`src/rtl/tlul_sram_slave.sv`:
```
// ---------------------------------------------------------------------------
// tlul_sram_slave
//
// TL-UL responder backed by a small register-file memory. Accepts one
// Channel A request at a time, services it against the memory and answers
// with a fully registered Channel D beat that is held until the requester
// takes it.
//
// Ports:
//   clk, reset          single clock, asynchronous active-high reset
//   a_valid / a_ready   Channel A handshake (a_ready only in IDLE)
//   a_opcode            0=PutFullData, 1=PutPartialData, 4=Get
//   a_param             ignored
//   a_size              log2 of the transfer size in bytes
//   a_source            requester ID, echoed on d_source
//   a_address           byte address
//   a_mask / a_data     byte-lane write enables and write data
//   d_valid / d_ready   Channel D handshake
//   d_opcode            0=AccessAck, 1=AccessAckData
//   d_param, d_sink     always 0
//   d_size, d_source    echoed from the accepted request
//   d_data              read data (0 for writes and errors)
//   d_error             request was rejected
// ---------------------------------------------------------------------------
module tlul_sram_slave #(
  parameter int ADDR_WIDTH   = 32,
  parameter int DATA_WIDTH   = 32,
  parameter int MASK_WIDTH   = DATA_WIDTH / 8,
  parameter int SIZE_WIDTH   = 3,
  parameter int OPCODE_WIDTH = 3,
  parameter int PARAM_WIDTH  = 3,
  parameter int DEPTH        = 16,
  parameter logic [ADDR_WIDTH-1:0] BASE_ADDR = 32'h0000_0000
) (
  input  logic                    clk,
  input  logic                    reset,
  input  logic                    a_valid,
  output logic                    a_ready,
  input  logic [OPCODE_WIDTH-1:0] a_opcode,
  input  logic [PARAM_WIDTH-1:0]  a_param,
  input  logic [SIZE_WIDTH-1:0]   a_size,
  input  logic                    a_source,
  input  logic [ADDR_WIDTH-1:0]   a_address,
  input  logic [MASK_WIDTH-1:0]   a_mask,
  input  logic [DATA_WIDTH-1:0]   a_data,
  output logic                    d_valid,
  input  logic                    d_ready,
  output logic [OPCODE_WIDTH-1:0] d_opcode,
  output logic [PARAM_WIDTH-1:0]  d_param,
  output logic [SIZE_WIDTH-1:0]   d_size,
  output logic                    d_source,
  output logic                    d_sink,
  output logic [DATA_WIDTH-1:0]   d_data,
  output logic                    d_error
);

  localparam int IDX_W = $clog2(DEPTH);

  localparam logic [OPCODE_WIDTH-1:0] OP_PUT_FULL    = OPCODE_WIDTH'(0);
  localparam logic [OPCODE_WIDTH-1:0] OP_PUT_PARTIAL = OPCODE_WIDTH'(1);
  localparam logic [OPCODE_WIDTH-1:0] OP_GET         = OPCODE_WIDTH'(4);
  localparam logic [OPCODE_WIDTH-1:0] OP_ACK         = OPCODE_WIDTH'(0);
  localparam logic [OPCODE_WIDTH-1:0] OP_ACK_DATA    = OPCODE_WIDTH'(1);

  typedef enum logic {
    IDLE,
    RESP
  } state_t;

  state_t state, state_next;

  logic [DATA_WIDTH-1:0] mem [DEPTH];

  logic                  a_fire;
  logic                  d_fire;
  logic [ADDR_WIDTH-1:0] offset;
  logic [IDX_W-1:0]      word_idx;
  logic                  in_range;
  logic                  size_ok;
  logic                  aligned;
  logic                  opcode_ok;
  logic                  full_mask_ok;
  logic                  is_get;
  logic                  is_put;
  logic                  req_error;
  logic [MASK_WIDTH-1:0] lane_mask;
  logic                  unused_bits;

  // a_ready is gated by reset so nothing can be accepted while reset is held
  assign a_ready = (state == IDLE) && !reset;
  assign d_valid = (state == RESP);
  assign a_fire  = a_valid && a_ready;
  assign d_fire  = d_valid && d_ready;

  assign d_param = '0;
  assign d_sink  = 1'b0;

  // Because BASE_ADDR is aligned to the memory size, an address is in range
  // exactly when every offset bit above the word index is zero. Addresses
  // below the base wrap to huge offsets and fail the same test.
  assign offset   = a_address - BASE_ADDR;
  assign in_range = (offset[ADDR_WIDTH-1:IDX_W+2] == '0);
  assign word_idx = offset[IDX_W+1:2];

  assign size_ok   = (a_size <= SIZE_WIDTH'(2));
  assign is_get    = (a_opcode == OP_GET);
  assign is_put    = (a_opcode == OP_PUT_FULL) || (a_opcode == OP_PUT_PARTIAL);
  assign opcode_ok = is_get || is_put;

  assign unused_bits = ^{a_param, offset[1:0]};

  // Alignment and the lanes a full write must cover both follow from size
  // and the low address bits.
  always_comb begin
    aligned   = 1'b0;
    lane_mask = '1;
    case (a_size)
      SIZE_WIDTH'(0): begin
        aligned   = 1'b1;
        lane_mask = MASK_WIDTH'(1) << a_address[1:0];
      end
      SIZE_WIDTH'(1): begin
        aligned   = !a_address[0];
        lane_mask = MASK_WIDTH'(3) << a_address[1:0];
      end
      SIZE_WIDTH'(2): begin
        aligned   = (a_address[1:0] == 2'b00);
        lane_mask = '1;
      end
      default: begin
        aligned   = 1'b0;
        lane_mask = '1;
      end
    endcase
  end

  assign full_mask_ok = (a_opcode != OP_PUT_FULL) || (a_mask == lane_mask);
  assign req_error    = !in_range || !size_ok || !aligned || !opcode_ok || !full_mask_ok;

  // State register
  always_ff @(posedge clk or posedge reset) begin
    if (reset) begin
      state <= IDLE;
    end else begin
      state <= state_next;
    end
  end

  // Next-state logic: one request in flight, held in RESP until taken
  always_comb begin
    state_next = state;
    case (state)
      IDLE:    if (a_fire) state_next = RESP;
      RESP:    if (d_fire) state_next = IDLE;
      default: state_next = IDLE;
    endcase
  end

  // Response fields are captured once at A-fire and then held untouched
  // for as long as the requester stalls d_ready.
  always_ff @(posedge clk or posedge reset) begin
    if (reset) begin
      d_opcode <= '0;
      d_size   <= '0;
      d_source <= 1'b0;
      d_data   <= '0;
      d_error  <= 1'b0;
    end else if (a_fire) begin
      d_opcode <= is_get ? OP_ACK_DATA : OP_ACK;
      d_size   <= a_size;
      d_source <= a_source;
      d_error  <= req_error;
      d_data   <= (is_get && !req_error) ? mem[word_idx] : '0;
    end
  end

  // Byte-lane writes happen on the A-fire edge; errored requests never
  // touch memory.
  always_ff @(posedge clk or posedge reset) begin
    if (reset) begin
      for (int i = 0; i < DEPTH; i++) begin
        mem[i] <= '0;
      end
    end else if (a_fire && is_put && !req_error) begin
      for (int b = 0; b < MASK_WIDTH; b++) begin
        if (a_mask[b]) begin
          mem[word_idx][8*b +: 8] <= a_data[8*b +: 8];
        end
      end
    end
  end

endmodule

```
`config.mk`:
```
export PLATFORM = sky130hd
export DESIGN_NAME = tlul_sram_slave
export DESIGN_NICKNAME = d
export VERILOG_FILES = /design/src/rtl/tlul_sram_slave.sv
export SDC_FILE = /design/constraint.sdc
export NUM_CORES = 1
export LEC_CHECK = 0
export ABC_AREA = 1
export CAP_MARGIN = 10
export CORE_MARGIN = 1.5
export CORE_UTILIZATION = 25
export DETAILED_ROUTE_END_ITERATION = 7
export PLACE_DENSITY = 0.46
export SLEW_MARGIN = 10
export SYNTH_ARGS = -nofsm -noshare
export SYNTH_HDL_FRONTEND = slang
export SYNTH_SLANG_ARGS = --single-unit
```
`constraint.sdc`:
```
create_clock -name clk -period 27 [get_ports clk]
set_input_delay 8.1 -clock clk [delete_from_list [all_inputs] [get_ports clk]]
set_output_delay 8.1 -clock clk [all_outputs]
set_load 0.05 [all_outputs]
```
==> flow_metrics.tcl, run 1 <==
set metrics [dict create \
    status "complete, no violations" \
    clock-sinks 551 \
    cts_tree "yes" \
    crit_slowest_cell "clkdlybuf4s50_1" \
    worstPathCellList "clkdlybuf4s50_1 > nor2_1 > clkdlybuf4s50_1" \
    areaGrowthSynthToFinish_pct 16.3 \
    comb_power_share_pct 6.7 \
    avgSynthCellArea_um2 8.14 \
    routed_wl_mm 110 \
    grt_max_degree 141 \
    cp.required_ns 18.90 \
    cts_resized 0 \
    start_util_pct 25.3 \
    firstDrtPassIters 5 \
    finalMaxSlewViolations 0 \
    drt_iter0_drc 2175 \
    p_int_mw 1.43 \
    cts.path.max_buffers 3 \
    tightestPinTransition_ns 1.25 \
    cts_buffers 69 \
    clk_pin_slew_ns 0.06 \
    die-width_um 339 \
    seq_area_frac_synth_pct 49.0 \
    yosysWarningCount 0 \
    p_sw_share_pct 25.8 \
    finalSetupTns_ns 0 \
    min_path_type "reg2reg" \
    synth.distinct_cells 31 \
    place_area_um2 30400 \
    dp_slack_ns 9.25 \
    fin_area_um2 32800 \
    grt_pass1_wl_mm 165 \
    dieArea_um2 115000 \
    finish.utilization_pct 29.5 \
    clockPowerShare_pct 50.3 \
    netlist_instances 3458 \
    cellPowerDensity_nw_per_um2 58.8 \
    antenna_found_initial 6 \
    cts_setup_buffers 0 \
    hold_viol 0 \
    grtUsageTotal_pct 18.8 \
    postCtsHoldBufs 0 \
    synthTopCellsByArea "dfrtp_1 (49%), o21bai_1 (10%), nand2_1 (9.4%)" \
    antenna_left 0 \
    wl_per_cell_um 22.3 \
    leakage_nw 14.5 \
    end_kind "output pin" \
    power_frac_seq_pct 43.0 \
    ir_drop_mv 0.0402 \
    dp_hpwl_mm 55.7 \
    route.detailed.drc 0 \
    rsz0062_at_grt "false" \
    slowest_delay_ns 0.83 \
    r2r_setup_slack_ns 22.95 \
    clkLatencyLatePin_ns 0.63 \
    rows 122 \
    setup_slack_ns 9.26 \
    post-route-period-util_pct 65.7 \
    drive_above_1_share_pct 6.51 \
    cts-htree-levels 3 \
    worst_slew_margin_rel_pct 16.5 \
    maxCapViolations 0 \
    fmax_mhz 56.4 \
    fin_nets 3470 \
    synth_top_area_share_pct 49.0 \
    vias 24200 \
    grt_pass1_vias 23800 \
    routed_via_density 4.91 \
    io_pins 128 \
    setup_viol 0 \
    p_sw_mw 0.496 \
    crit_path_max_fanout 2 \
    path_class "in2out" \
    yosysTopAreaCell "dfrtp_1" \
    fin_worst_skew_ns 0.0322 \
    layout_min_cycle_time_ns 17.74 \
    critPathMostFrequentCell "clkdlybuf4s50_1" \
    cts_root_buffer "clkbuf_16" \
    ys_seq_elements 551 \
    final_cell_mix "nand2_1 (705), dfrtp_1 (551), nand3_1 (530)" \
    place_congestion 0.748 \
    grt.overflow.total 0 \
    syn_area_um2 28200 \
    core_area_um2 111000 \
    die_y_um 339 \
    layout_commonest_cell "nand2_1" \
    port-buffer-count 118 \
    cp.arrival_ns 9.64 \
    cp-start-kind "input pin" \
]
==> through the flow <==
step                power (mW)  std cells  hold slack (ns)
detailed placement       0.973       4805            0.466
finish                    1.93       4932            0.478
floorplan                0.910       3463            0.449
global placement         0.973       4805            0.463
global route              1.99       4931            0.490
CTS                       1.95       4930            0.482
==> cells by family after synthesis <==
group,share of synthesized area (%)
AND/OR/NAND/NOR,21.2
AO/OA/AOI/OAI,18.8
buffers and inverters,11.0
flip-flops,49.0
XOR/XNOR,0.0311
other,0.0133
==> flip-flops by register name, summed over array words and instances (netlist names) <==
signal    flops
mem         512
d_data       32
d_size        3
d_error       1
d_opcode      1
d_source      1
d_valid       1
==> cells in the mapped netlist (all sizes together) <==
master / n
nor3: 3
o21bai: 384
nor2: 57
a22oi: 4
o21ai: 159
inv: 419
nand3: 541
clkbuf: 191
dfrtp: 551
a31oi: 4
conb: 1
nand2: 708
or2: 4
nand4: 38
buf: 138
nor4: 2
clkinv: 1
and2: 1
o22ai: 248
a21oi: 2
xor2: 1
nand3b: 1
==> power groups by stage <==
stage	clock network (mW)	registers, mW	logic (mW)
finish	0.970	0.829	0.129
global route	1.03	0.828	0.137
CTS	0.993	0.829	0.130
detailed placement	0	0.844	0.130
global placement	0	0.843	0.130
floorplan	0	0.851	0.0592
==> layout make-up <==
type,count,area (µm²)
antenna,2,5.00
clock buffer,100,2060
clock inverter,25,294
fill,11800,78400
inverter,420,1590
multi-input combinational,2163,11500
sequential,551,13800
tap,1488,1860
timing repair buffer,183,1680
==> metal layers <==
metal	global-route usage, %	share of wire, %	vias up
met5	0	0.022	-
met4	5.40	2.2	4
met3	2.59	5.6	120
met2	29.7	46	746
met1	26.7	46	12000
li1	-	-	11300
==> path summary, 6_finish.rpt <==
path / end / from / cells past startpoint
setup / recovery: a_ready / reset / 3
hold / removal: mem[91] / mem[91] / 2
setup reg to reg: mem[477] / d_valid / 10
hold reg to reg: mem[91] / mem[91] / 2
max in group asynchronous: mem[365] / reset / 5
min in group asynchronous: d_size[2] / reset / 2
==> critical path, delay by kind of cell <==
| family | cells | cell delay, ns |
|---|---|---|
| buffers and inverters | 2 | 1.34 |
| and+or+nand+nor | 1 | 0.20 |
(Power assumes the default switching activity.)
==> inputs of run 2 (changes only) <==
--- a/config.mk
+++ b/config.mk
@@ -10,7 +10,7 @@
 export CORE_MARGIN = 1.5
 export CORE_UTILIZATION = 25
 export DETAILED_ROUTE_END_ITERATION = 7
-export PLACE_DENSITY = 0.46
+export PLACE_DENSITY = 0.47
 export SLEW_MARGIN = 10
 export SYNTH_ARGS = -nofsm -noshare
 export SYNTH_HDL_FRONTEND = slang
==> constraint.sdc (replaced) <==
create_clock -name clk -period 15.6 [get_ports clk]
set_input_delay 4.68 -clock clk [delete_from_list [all_inputs] [get_ports clk]]
set_output_delay 4.68 -clock clk [all_outputs]
set_load 0.05 [all_outputs]
==> flow_metrics.tcl, run 2 (same netlist as run 1, synthesis figures left out) <==
set metrics [dict create \
    routed_via_density 4.93 \
    postCtsHoldBufs 0 \
    worstHoldStart "d_size[1]" \
    cts_setup_buffers 0 \
    clkLatencyLatePin_ns 0.61 \
    path_depth 3 \
    cp-start-kind "input pin" \
    crit_slowest_cell "clkdlybuf4s50_1" \
    clockPowerShare_pct 49.5 \
    power_frac_seq_pct 43.7 \
    reg2reg_to "mem[18]" \
    core_area_um2 111000 \
    grt.overflow.total 0 \
    cts_resized 0 \
    antenna_left 0 \
    wl_per_cell_um 21.9 \
    start_util_pct 25.3 \
    cts.path.max_buffers 3 \
    min_path_type "reg2reg" \
    cp.required_ns 10.92 \
    finalMaxSlewViolations 0 \
    p_int_mw 2.45 \
    grtUsageTotal_pct 18.4 \
    rsz0062_at_grt "false" \
    layout_min_cycle_time_ns 10.82 \
    cellPowerDensity_nw_per_um2 100 \
    place_congestion 0.751 \
    grt_pass1_wl_mm 162 \
    cts_tree "yes" \
    r2r_cells 10 \
    dieArea_um2 115000 \
    dp_hpwl_mm 55.5 \
    r2r_setup_slack_ns 11.48 \
    critPathMostFrequentCell "clkdlybuf4s50_1" \
    cts_buffers 68 \
    grt_max_degree 164 \
    fmax_mhz 92.4 \
    routed_wl_mm 108 \
    worstPathCellList "clkdlybuf4s50_1 > nor2_1 > clkdlybuf4s50_1" \
    p_sw_mw 0.833 \
    clk_pin_slew_ns 0.06 \
    setup_viol 0 \
    cts_root_buffer "clkbuf_16" \
    hold_end "d_size[1]" \
    port-buffer-count 118 \
    antenna_found_initial 2 \
    fill_cells 11900 \
    io_pins 128 \
    leakage_nw 14.5 \
    top_regs "mem x512, d_data x32, d_size x3" \
    final_cell_mix "nand2_1 (705), dfrtp_1 (551), nand3_1 (530)" \
    hold_viol 0 \
    rows 122 \
    worst_slew_margin_rel_pct 21.8 \
    finalSetupTns_ns 0 \
    p_sw_share_pct 25.4 \
    maxCapViolations 0 \
    clock-sinks 551 \
    cp.arrival_ns 6.14 \
    r2r_start "d_valid" \
    comb_power_share_pct 6.8 \
    fin_nets 3469 \
    grt_pass1_vias 23800 \
    vias 24300 \
    drt_iter0_drc 2294 \
    slowest_delay_ns 0.82 \
    crit_path_max_fanout 2 \
    cts-htree-levels 3 \
    tightestPinTransition_ns 1.17 \
    layout_commonest_cell "nand2_1" \
    drive_above_1_share_pct 6.20 \
    firstDrtPassIters 5 \
    die_y_um 339 \
    end_kind "output pin" \
    areaGrowthSynthToFinish_pct 16.1 \
    largest-register "mem" \
    fin_worst_skew_ns 0.0142 \
    critPathTopFamily "buffers and inverters" \
    status "complete, no violations" \
    min_path_cells 2 \
    ir_drop_mv 0.0639 \
    largest_reg_flops 512 \
    route.detailed.drc 0 \
    total_power_mw 3.28 \
    post-route-period-util_pct 69.4 \
    path_class "in2out" \
    critical_path_buf_inv_count 2 \
    die-width_um 339 \
]
## run 2: power by group through the flow
stage	logic (mW)	clock network [mW]	registers [mW]
floorplan	0.103	0	1.47
global placement	0.223	0	1.46
detailed placement	0.222	0	1.46
CTS	0.222	1.66	1.43
global route	0.235	1.72	1.43
finish	0.222	1.63	1.43
## run 2: how the worst max path moves through the flow
| stage | startpoint | endpoint | slack, ns |
|---|---|---|---|
| 2_1_floorplan | reset | d_data[0] | 3.42 |
| 3_3_place_gp | reset | a_ready | 4.78 |
| 3_5_place_dp | reset | a_ready | 4.78 |
| 4_1_cts | reset | a_ready | 4.77 |
| 5_1_grt | reset | a_ready | 4.75 |
| 6_report | reset | a_ready | 4.78 |
## run 2: final cells by class
class                           count  area, µm²  share of cell area [%]
Sequential cell                   551      13800                    42.2
Multi-Input combinational cell   2163      11500                    35.1
Clock buffer                      111       2150                    6.57
Tap cell                         1488       1860                    5.70
Timing Repair Buffer              183       1680                    5.14
Inverter                          420       1590                    4.87
Clock inverter                      9        128                   0.390
Antenna cell                        2       5.00                  0.0153
## run 2: metal layers
metal / GRT usage (%) / share of wire [%] / up-vias
li1: - / - / 11300
met1: 26.1 / 46 / 12200
met5: 0 / 0.013 / -
met3: 3.37 / 6.1 / 121
met4: 4.27 / 1.9 / 2
met2: 29.0 / 46 / 693
## run 2: per-stage QoR
step	hold WS (ns)	util (%)	std cells	cell area, µm²	worst slack, ns
4_1_cts	0.480	29.4	4925	32700	4.77
3_3_place_gp	0.464	27.4	4805	30400	4.78
6_report	0.476	29.4	4927	32700	4.78
3_5_place_dp	0.467	27.4	4805	30400	4.78
5_1_grt	0.494	29.4	4926	32700	4.75
2_1_floorplan	0.449	-	3463	28200	3.42
## run 2: worst register-to-register path: stages (launching register included)
cell and delay [ns]:
dfrtp_1 0.39, nor2_1 0.15, nand2_2 0.05, buf_4 0.36, nor3_2 0.21, buf_4 0.38
nand3_2 0.34, nor2_4 0.89, buf_4 0.92, nand3_1 0.23, nand2_1 0.12
==> variant (settings of run 2) <==
The parameter `ADDR_WIDTH` goes from 32 to 16.
--- a/src/rtl/tlul_sram_slave.sv
+++ b/src/rtl/tlul_sram_slave.sv
@@ -23,7 +23,7 @@
 //   d_error             request was rejected
 // ---------------------------------------------------------------------------
 module tlul_sram_slave #(
-  parameter int ADDR_WIDTH   = 32,
+  parameter int ADDR_WIDTH   = 16,
   parameter int DATA_WIDTH   = 32,
   parameter int MASK_WIDTH   = DATA_WIDTH / 8,
   parameter int SIZE_WIDTH   = 3,
Ports: changed (resized a_address); port bits go from 128 to 112. The function was not compared with the original's and may differ.
==> variant against run 2 <==
  * Sequential cell count unchanged
  * Synthesized area increased by 0.30%
  * Power decreased by 3.5%
  * Clock power decreased by 7%
  * Combinational power decreased by 3%
  * Clock skew increased by 0.016 ns
  * Via count decreased by 1.5%
  * Largest cell class unchanged
  * Wire length decreased by 1.9%
  * Die area increased by 0.30%
  * Hold slack got worse by 0.00060 ns
  * Final area decreased by 0.72%
  * Worst setup slack about the same
==> variant: results (changes against run 2) <==
- Outcome: complete, no violations (unchanged).
- The length of routed met2 wiring is 47800 um (was 49500 um).
- The routing usage on met2 is 28.1% (was 29.0%).
- The global-route wire length before repair came to 160000 um (was 162000 um).
- The share of layout cells above drive strength 1 is 6.16% (was 6.20%).
- The global routing usage on met3 is 3.31% (was 3.37%).
- The detailed placement HPWL is 54000 um (was 55500 um).
- The placer's final routability congestion estimate is 0.727 (was 0.751).
- The switching power is 0.825 mW (was 0.833 mW).
- The prevailing post-synth register cell is dfrtp_1 (unchanged).
- The wire length the detailed router placed on met1 is 49000 um (was 49800 um).
- The via density per instance is 4.86 (was 4.93).
- The maximum vdd drop is 0.0000741 V (was 0.0000639 V).
- The quantity of I/O buffers inserted on ports came to 102 (was 118).
- The Yosys warning count came to 0 (unchanged).
- The global routing met1 resource utilization came to 25.9% (was 26.1%).
- The critical path's slowest cell was clkdlybuf4s50_1 (unchanged).
- The iteration-0 DRC count of the detailed router was 2308 (was 2294).
- Main area contributors after synthesis: dfrtp_1 (49%), nand2_1 (11%), o21bai_1 (10%) (was dfrtp_1 (49%), o21bai_1 (10%), nand2_1 (9.4%)).
- Cell types with the highest counts after synthesis: nand2_1 (794), dfrtp_1 (551), nand3_1 (533), inv_1 (409), o21bai_1 (384) (was nand2_1 (708), dfrtp_1 (551), nand3_1 (531), inv_1 (419), o21bai_1 (384)).
- The initial antenna violation count is 6 (was 2).
- The maximum number of pins on one net before global-route repair is 166 (was 164).
- The final routed wirelength across all metal layers is 106000 um (was 108000 um).
- The slew of the pin with the lowest slew margin is 1.13 ns (was 1.17 ns).
- The wire length on met3 is 6700 um (was 6630 um).
- The TritonCTS buffer count is 66 (was 68).
- The static power due to leakage came to 14.6 nW (was 14.5 nW).
- The share of flip-flops with an asynchronous set or reset came to 100% (unchanged).
- The maximum cell stage delay along the critical path is 0.82 ns (about the same).
- The clock slew seen by the registers of the worst setup and hold paths is 0.06 ns (about the same).
- The number of nets in the layout is 3447 (was 3469).
- The end point of the most critical hold path is d_opcode[0] (was d_size[1]).
- The clock skew after layout is 0.0304 ns (was 0.0142 ns).
- The total routing resource utilization after global routing is 18.2% (was 18.4%).
- The part of the Yosys area used for sequential elements is 48.8% (was 49.0%).
- The iteration count of the initial detailed-routing pass is 5 (unchanged).
- The clock latency on the worst-skew pair came to 0.63 ns (was 0.61 ns).
- The top layer used by detailed routing was met5 (unchanged).
- The cell count of the worst reg-to-reg path is 10 (unchanged).
- The final antenna diode count came to 0 (was 2).
- The post-route antenna net violation count is 0 (unchanged).
- The worst reg2reg path endpoint is mem[486] (was mem[18]).
- The startpoint of the tightest hold check path is d_opcode[0] (was d_size[1]).
- The number of stages on the worst hold path is 2 (unchanged).
- The maximum number of buffers from clock root to sink is 3 (unchanged).
- The number of buffers inserted to repair setup after CTS was 0 (unchanged).
- The combinational fraction of design power is 6.8% (about the same).
- The type of the tightest min-delay check is reg -> reg (unchanged).
- The switching power as a share of total power is 26.0% (was 25.4%).
- The flop-to-flop setup slack is 11.59 ns (was 11.48 ns).
- The number of unique standard cell types used by synthesis is 32 (was 31).
-- variant: changes by cell type in the layout (fill, tap and decap cells not counted), sizes merged, moves of 10 or more --
cell | before | now
o22ai | 248 | 188
nand2 | 708 | 794
clkbuf | 111 | 100
nor2 | 57 | 47
o21ai | 159 | 101
a22oi | 4 | 34
clkdlybuf4s50 | 118 | 102
o31ai | 0 | 31
o221ai | 0 | 30
nand4 | 38 | 5
-- variant: through the flow --
stage / cell area [um^2] / hold WS, ns / utilization (%) / instances / setup WS [ns]
after floorplan: 28300 / 0.449 / - / 3478 / 3.42
after CTS: 32500 / 0.482 / 28.9 / 4927 / 4.77
final: 32500 / 0.476 / 28.9 / 4927 / 4.78
after global routing: 32500 / 0.497 / 28.9 / 4927 / 4.73
after global placement: 30400 / 0.463 / 27.1 / 4813 / 4.78
after detailed placement: 30400 / 0.466 / 27.1 / 4813 / 4.78
-- variant: cell type report --
class | count | area (um^2)
fillers | 11900 | 79700
flip-flops and latches | 551 | 13800
multi-input cells | 2179 | 11600
clock buffers | 100 | 1960
well taps | 1500 | 1880
inverters | 421 | 1590
repair buffers | 162 | 1500
clock inverters | 14 | 116
-- variant: kinds of logic (layout without fill, tap and decap cells) --
group / count (synthesis) / count (layout) / synth area share [%]
AND/OR/NAND/NOR: 1396 / 1396 / 21.3
AO/OA/AOI/OAI: 776 / 776 / 19.0
buffers and inverters: 748 / 697 / 10.9
flip-flops: 551 / 551 / 48.8
other: 1 / 6 / 0.0133
XOR/XNOR: 1 / 1 / 0.0310
-- variant: worst max-delay path: cells and delay by family --
kind / cells / cell delay [ns]
buf+inv: 2 / 1.28
simple gates: 1 / 0.18
